File: src/rtl/shift_arbiter.sv
// shift_arbiter: round-robin arbiter that shares one barrel-shift datapath
// between two requesters (port 0 ALU issue, port 1 multdiv/aux).
// The winner's operands are latched on grant. The shift runs from those
// latched copies, and a tagged result is returned as a registered value.
// Optional feature macro: SHIFT_ROTATE_EN. When it is defined, op 2'b11 is a
// rotate right that takes one extra ROT2 cycle. When it is not defined,
// op 2'b11 passes the operand through unchanged.
//
// state | meaning
// ------+-----------------------------------------------------------
// IDLE  | no operation in flight, waiting for a request
// EXEC  | grant pulse; shifters run from the latched operands
// ROT2  | rotate only: OR the wrapped-around bits into the first half
// DONE  | result valid; the same edge may accept the next request
module shift_arbiter #(
   parameter int DATA_W  = 32,
   parameter int SHAMT_W = 5
) (
   input  logic               clock_i,
   input  logic               reset_i,
   input  logic               req0_i,
   input  logic               req1_i,
   input  logic [1:0]         op0_i,
   input  logic [1:0]         op1_i,
   input  logic [DATA_W-1:0]  data0_i,
   input  logic [DATA_W-1:0]  data1_i,
   input  logic [SHAMT_W-1:0] shamt0_i,
   input  logic [SHAMT_W-1:0] shamt1_i,
   output logic               gnt0_o,
   output logic               gnt1_o,
   output logic               busy_o,
   output logic               valid_out_o,
   output logic               id_out_o,
   output logic [DATA_W-1:0]  result_o
);

   typedef enum logic [1:0] {
      IDLE = 2'd0,
      EXEC = 2'd1,
      DONE = 2'd2
`ifdef SHIFT_ROTATE_EN
      , ROT2 = 2'd3
`endif
   } state_t;

   localparam logic [1:0] OP_SLL = 2'b00;
   localparam logic [1:0] OP_SRL = 2'b01;
   localparam logic [1:0] OP_SRA = 2'b10;

   state_t             state_q, state_d;
   logic               rr_last_q;
   logic [1:0]         op_q;
   logic [DATA_W-1:0]  data_q;
   logic [SHAMT_W-1:0] shamt_q;
   logic               id_q;
   logic [DATA_W-1:0]  result_q;
   logic               res_id_q;

   logic               any_req;
   logic               win_id;
   logic               take;
   logic               is_ror;
   logic [DATA_W-1:0]  shift_res;

   assign any_req = req0_i | req1_i;
   // A tie goes to the port that did not win last time. A lone request
   // always wins.
   assign win_id  = (req0_i & req1_i) ? ~rr_last_q : req1_i;

`ifdef SHIFT_ROTATE_EN
   logic [DATA_W-1:0]  temp_q;
   logic [SHAMT_W-1:0] rot_amt;
   logic [DATA_W-1:0]  rot_left;

   assign is_ror   = (op_q == 2'b11);
   // Rotating left by (DATA_W - s) mod DATA_W brings back the bits that the
   // right shift dropped. When s is 0 this is a shift by 0, so the OR gives x.
   assign rot_amt  = {SHAMT_W{1'b0}} - shamt_q;
   assign rot_left = data_q << rot_amt;
`else
   assign is_ror   = 1'b0;
`endif

   // Next-state logic. It also decides when the operands of a new winner are captured.
   always_comb begin
      state_d = state_q;
      take    = 1'b0;
      case (state_q)
         IDLE: begin
            if (any_req) begin
               take    = 1'b1;
               state_d = EXEC;
            end
         end
         EXEC: begin
`ifdef SHIFT_ROTATE_EN
            if (is_ror) state_d = ROT2;
            else        state_d = DONE;
`else
            state_d = DONE;
`endif
         end
`ifdef SHIFT_ROTATE_EN
         ROT2: state_d = DONE;
`endif
         DONE: begin
            if (any_req) begin
               take    = 1'b1;
               state_d = EXEC;
            end else begin
               state_d = IDLE;
            end
         end
         default: state_d = IDLE;
      endcase
   end

   // Shift datapath, driven only from the latched operands.
   always_comb begin
      shift_res = data_q;
      case (op_q)
         OP_SLL:  shift_res = data_q << shamt_q;
         OP_SRL:  shift_res = data_q >> shamt_q;
         OP_SRA:  shift_res = $signed(data_q) >>> shamt_q;
         default: shift_res = data_q;
      endcase
   end

   // State register and round-robin pointer. rr_last resets to 1 so that
   // port 0 wins the first tie.
   always_ff @(posedge clock_i or posedge reset_i) begin
      if (reset_i) begin
         state_q   <= IDLE;
         rr_last_q <= 1'b1;
      end else begin
         state_q <= state_d;
         if (take) rr_last_q <= win_id;
      end
   end

   // Capture the operands of the winning port on grant.
   always_ff @(posedge clock_i or posedge reset_i) begin
      if (reset_i) begin
         op_q    <= 2'b00;
         data_q  <= '0;
         shamt_q <= '0;
         id_q    <= 1'b0;
      end else if (take) begin
         op_q    <= win_id ? op1_i    : op0_i;
         data_q  <= win_id ? data1_i  : data0_i;
         shamt_q <= win_id ? shamt1_i : shamt0_i;
         id_q    <= win_id;
      end
   end

   // Result and owner tag. Both are held until the next operation completes.
   always_ff @(posedge clock_i or posedge reset_i) begin
      if (reset_i) begin
         result_q <= '0;
         res_id_q <= 1'b0;
`ifdef SHIFT_ROTATE_EN
         temp_q   <= '0;
`endif
      end else begin
         if (state_q == EXEC && !is_ror) begin
            result_q <= shift_res;
            res_id_q <= id_q;
         end
`ifdef SHIFT_ROTATE_EN
         if (state_q == EXEC && is_ror) temp_q <= data_q >> shamt_q;
         if (state_q == ROT2) begin
            result_q <= temp_q | rot_left;
            res_id_q <= id_q;
         end
`endif
      end
   end

   assign gnt0_o      = (state_q == EXEC) && !id_q;
   assign gnt1_o      = (state_q == EXEC) &&  id_q;
   assign busy_o      = (state_q != IDLE);
   assign valid_out_o = (state_q == DONE);
   assign id_out_o    = res_id_q;
   assign result_o    = result_q;

endmodule

File: config.mk
export PLATFORM = sky130hd
export DESIGN_NAME = shift_arbiter
export DESIGN_NICKNAME = d
export VERILOG_FILES = /design/src/rtl/shift_arbiter.sv
export SDC_FILE = /design/constraint.sdc
export NUM_CORES = 1
export LEC_CHECK = 0
export CORE_UTILIZATION = 55
export DETAILED_ROUTE_END_ITERATION = 16
export PLACE_DENSITY = 0.89
export SETUP_SLACK_MARGIN = 0.02
export SKIP_CTS_REPAIR_TIMING = 1
export SLEW_MARGIN = 20
export SYNTH_ARGS = -nofsm -noshare
export SYNTH_HDL_FRONTEND = slang
export SYNTH_SLANG_ARGS = --single-unit
File: constraint.sdc
create_clock -name clock_i -period 4.2 [get_ports clock_i]
set_input_delay 0.63 -clock clock_i [delete_from_list [all_inputs] [get_ports clock_i]]
set_output_delay 0.63 -clock clock_i [all_outputs]
set_load 0.02 [all_outputs]
After elaboration in Yosys (flattened, before gate mapping)
Index checks and enable logic that the tools add are counted.
Cells by class
  eq/ne operators: 5
  shifts and indexed selects: 3
  muxes and demuxes: 10
  bitwise gates (word level): 3
  reductions and logical operators: 7
Operator list (number)
  32-bit one-hot mux with 3 select lines: 1
  32-bit 2-to-1 mux: 1
  32-bit by 5-bit left shift with 32-bit output: 1
  32-bit by 5-bit >> shifter with 32-bit output: 1
  32-bit by 5-bit >>> shifter with 32-bit output: 1
  2-bit one-hot mux with 3 select lines: 1
  5-bit 2-to-1 mux: 1
  2-bit by 1-bit equality test with 1-bit output, second input constant: 2
  2-bit equality test, second input constant: 2
  2-bit zero test: 2
  1-bit 2-to-1 mux: 4
  2-bit 2-to-1 mux: 2
  1-bit logical AND: 2
  2-bit != test, second input constant: 1
  2-bit nonzero test: 1
  2-bit OR reduction: 1
  1-bit AND: 1
  1-bit zero test: 1
  1-bit inverter: 1
  1-bit OR: 1
Word-level totals
  register bits after elaboration: 76
  bits of input ports: 82
  output and inout bits: 37
  word-level logic and storage cells: 36

Depth between registers and ports, before layout
  depth after elaboration: 3
  depth in mapped cells: 10
  depth with buffers taken out: 6

Least setup slack after synthesis
Ideal clock, no wire load.
  path kind: register -> register
  start: reg shamt_q[1]
  end: reg result_q[5], in the netlist result_o[5]
  library setup time: 125 ps
  arrival: 1925 ps
  data required time: 4075 ps
  slack: 2150 ps
  cell stages (with the launch flop): 7
  buffers on the path: 1
  clock period less this slack: 2050 ps
  cell sequence: dfrtp_1 buf_6 mux4_1 mux4_2 or3_1 o2111ai_1 o21ai_1
On the way
  cells in the longest elaborated chain, start to end: 2
Ends and longest elaborated chain
  start: declaration: line 54  | logic [SHAMT_W-1:0] shamt_q;
  start signal: assignment: line 151  | shamt_q <= win_id ? shamt1_i : shamt0_i;
  32-bit by 5-bit >>> shifter with 32-bit output (tied with other cells): line 124  | OP_SRA: shift_res = $signed(data_q) >>> shamt_q;
  32-bit one-hot mux with 3 select lines *: line 121  | case (op_q)
  end signal: assignment: line 166  | result_q <= shift_res;
  end: declaration: line 56  | logic [DATA_W-1:0] result_q;
Mark *: on every way between the ends. The rest lies on a longest branch, timed or not.
A chain may end at the register's enable or synchronous reset.

Worst setup path in the final report
  start: reg shamt_q[0]
  end: reg result_q[26], in the netlist result_o[26]
The elaborated chain is that of the path after synthesis.

==> summary.md <==
| Metric | Value |
|---|---|
| Status | `finished, final reports clean` |
| Cell area after layout | `0.00933 sq mm` |
| Clk slew on worst S/H paths | `70 ps` |
| Routed vias/inst | `7.60` |
| Global-route wire length before repair | `47900 microns` |
| Post-synth EDFFs | `0` |
| Most frequent cells in the layout | `clkdlybuf4s50_1 (118), nand2_1 (92), mux2i_1 (92), o21ai_0 (73), dfrtp_1 (73)` |
| RSZ-0062 raised after global routing | `no` |
| Post-synth top area share | `23.9%` |
| Top Layer Used | `met4` |
| Post-Syn Area | `0.00785 sq mm` |
| Slew margin rel. | `27.9%` |
| Synth-to-layout area growth | `18.8%` |
| Placed inst area | `0.00902 sq mm` |
| Count of pins over their slew limit | `0` |
| Hold WC Path Type | `reg -> reg` |
| I/O pin count | `119` |
| CTS max path bufs | `2` |
| Met3 wire len | `4740 microns` |
| CP max FO | `52` |
| Die span in y | `121 microns` |
| Starting density of the core | `56.6%` |
| Syn nets | `900` |
| Initial antenna violation count | `0` |
| Initial DRC count | `1412` |
| TNS Setup | `0 ps` |
| Die Area | `0.0148 sq mm` |
| # setup viols final | `0` |
| Power per cell area | `608 mW/mm^2` |
| Ys Warns | `0` |
| CP endpoint kind | `flip-flop` |
| Pre-antenna DRT Iters | `9` |
| # nets final | `957` |
| CP arrival | `3390 ps` |
| Reg2Reg Setup Slack | `1060 ps` |
| Vias in the first global route | `7727` |
| Highest clock rate | `319 MHz` |
| Ys flop type | `dfrtp_1` |
| RR Endpoint | `result_o[26]$_DFFE_PP0N_` |
| WHS Path Cells | `1` |
| Mapped Avg Cell Area | `9.60 sq um` |
| Hold Path Sink | `id_out_o$_DFFE_PP0N_` |
| All-layer global routing usage | `45.1%` |
| Kind of critical path | `reg -> reg` |
| Port Buffers | `118` |
| Slowest stage delay, CP | `970 ps` |
| Die X | `121 microns` |
| FFs w/ async S/R, synth | `100%` |
| Gpl congestion | `1.08` |
| Commonest non-fill, non-tap cell in the layout | `clkdlybuf4s50_1` |
| Synth unique cells | `68` |
| Launching point of the worst reg2reg path | `shamt_q[0]$_DFFE_PP0P_` |
| Worst VDD drop | `0.000406 V` |
| R2R cell count | `6` |
| Worst Path Required | `4450 ps` |
| Worst slew pin tran | `1080 ps` |
| Leading area contributor after synthesis | `dfrtp_1` |
| Fin crit share | `74.7%` |
| Critical Path Slowest Stage Cell | `dfrtp_4` |
| TritonCTS clock tree | `yes` |
| Drc violations | `0` |
| Fin crit period | `3140 ps` |
| Dominant cells by area after synthesis | `dfrtp_1 (24%), mux4_2 (17%), mux2i_1 (12%), mux4_1 (7.4%), o21ai_0 (4.7%)` |
| Synth Register Bits | `76` |
| Seq/Total Area, Yosys | `24.2%` |
| CTS sink cnt | `76` |
| Total number of vias | `8052` |
| Tot Pwr | `0.00567 W` |
| Largest net degree at the start of global routing | `53` |
| Met1 wire length | `11100 microns` |
| CTS root buf | `clkbuf_16` |
| Number of max-cap violations | `0` |
| CP startpoint kind | `flip-flop` |
| Congestion Overflow GR | `0` |
| Leakage | `3.64 nW` |
| Clk_skew | `8.18 ps` |
| Row cnt | `43` |
| Hold Vio Cnt, Final | `0` |
| WL/cell | `29.9 microns` |
| Core area | `0.0139 sq mm` |
| DP HPWL | `22500 microns` |
| H-tree Lvls | `3` |
| TritonCTS Buffers | `9` |
| Critical path cell sequence | `buf_4, mux4_1, mux4_2, o21ai_1, a2bb2oi_1, a211o_1` |
| ANT cells | `0` |
| Clk_lat worst skew | `360 ps` |
| Hold wc startpoint | `id_out_o$_DFFE_PP0N_` |
| Share of layout cells above drive strength 1 | `14.5%` |
| Total wire length | `31700 microns` |
| Syn Inst Count | `818` |
| Final ANT Viol Nets | `0` |
| Met2 WL post-DR | `13400 microns` |
## where the power goes
part / internal, W / switching [W]
Sequential: 0.000967 / 0.000566
Clock: 0.000481 / 0.000365
Combinational: 0.00149 / 0.00180
Total: 0.00294 / 0.00273
## routing by layer
metal	up-vias	GRT usage (%)
li1	3294	-
met1	3817	57.7
met2	766	63.2
met3	175	18.1
met4	0	27.9
met5	-	0
## cells in the mapped netlist, types with 5 or more instances
master	count
buf_6	9
buf_2	13
nand2_1	92
inv_1	10
mux4_2	61
nor3_1	17
o22ai_1	21
nor2_1	66
buf_1	10
dfrtp_1	75
o32ai_1	9
o211ai_1	7
mux4_1	22
a21oi_1	25
mux2i_1	92
o31ai_1	9
a22oi_1	10
a31oi_1	10
o21ai_0	73
mux2_2	8
clkbuf_1	62
nor2b_1	6
a211oi_1	14
nand3_1	16
nand2b_1	5
buf_4	7
## logic make-up (layout without fill, tap and decap cells)
group,after synthesis,count (layout),share of synthesized area (%)
xor+xnor,1,1,0.112
compound gates,216,216,17.7
flops,76,76,24.2
mux,183,183,37.7
simple gates,228,228,13.0
buf+inv,114,176,7.20
## stage by stage
stage	util, %	cells	worst slack (ps)	hold slack, ps
6_report	67.2	1060	1060	485
5_1_grt	67.2	1060	905	510
3_3_place_gp	65.0	1044	1170	459
3_5_place_dp	65.0	1044	1100	469
4_1_cts	67.2	1060	1060	483
2_1_floorplan	-	818	1630	488
## how the worst max path moves through the flow
stage                                    end  slack (ps)  depth (start not counted)                    from
global route        result_o[26]$_DFFE_PP0N_         910                          6  shamt_q[0]$_DFFE_PP0P_
detailed placement  result_o[26]$_DFFE_PP0N_        1100                          6  shamt_q[0]$_DFFE_PP0P_
floorplan              data_q[0]$_DFFE_PP0P_        1630                          1                 reset_i
finish              result_o[26]$_DFFE_PP0N_        1060                          6  shamt_q[0]$_DFFE_PP0P_
global placement    result_o[26]$_DFFE_PP0N_        1170                          6  shamt_q[0]$_DFFE_PP0P_
CTS                 result_o[26]$_DFFE_PP0N_        1060                          6  shamt_q[0]$_DFFE_PP0P_
## state kept, by name, summed over array words and instances, names as in the netlist
register and cells:
data_q 32, id_out_o 1, id_q 1, op_q 2, result_o 32, rr_last_q 1
shamt_q 5, state_q 2
## worst max-delay path: cells and delay by family, from the launching register on
| kind | cells | cell delay [ps] |
|---|---|---|
| DFF | 1 | 970 |
| muxes | 2 | 1160 |
| buffers and inverters | 1 | 430 |
| AOI/OAI and AO/OA | 3 | 440 |
## cell type report
| cell class | instances | area (sq um) |
|---|---|---|
| fillers | 1084 | 4550 |
| flip-flops and latches | 76 | 1910 |
| inverters | 11 | 41.3 |
| repair buffers | 149 | 1440 |
| multi-input cells | 628 | 5410 |
| clock buffers | 10 | 239 |
| well taps | 180 | 225 |
| clock inverters | 6 | 71.3 |
Power figures use the tool's default switching activity.
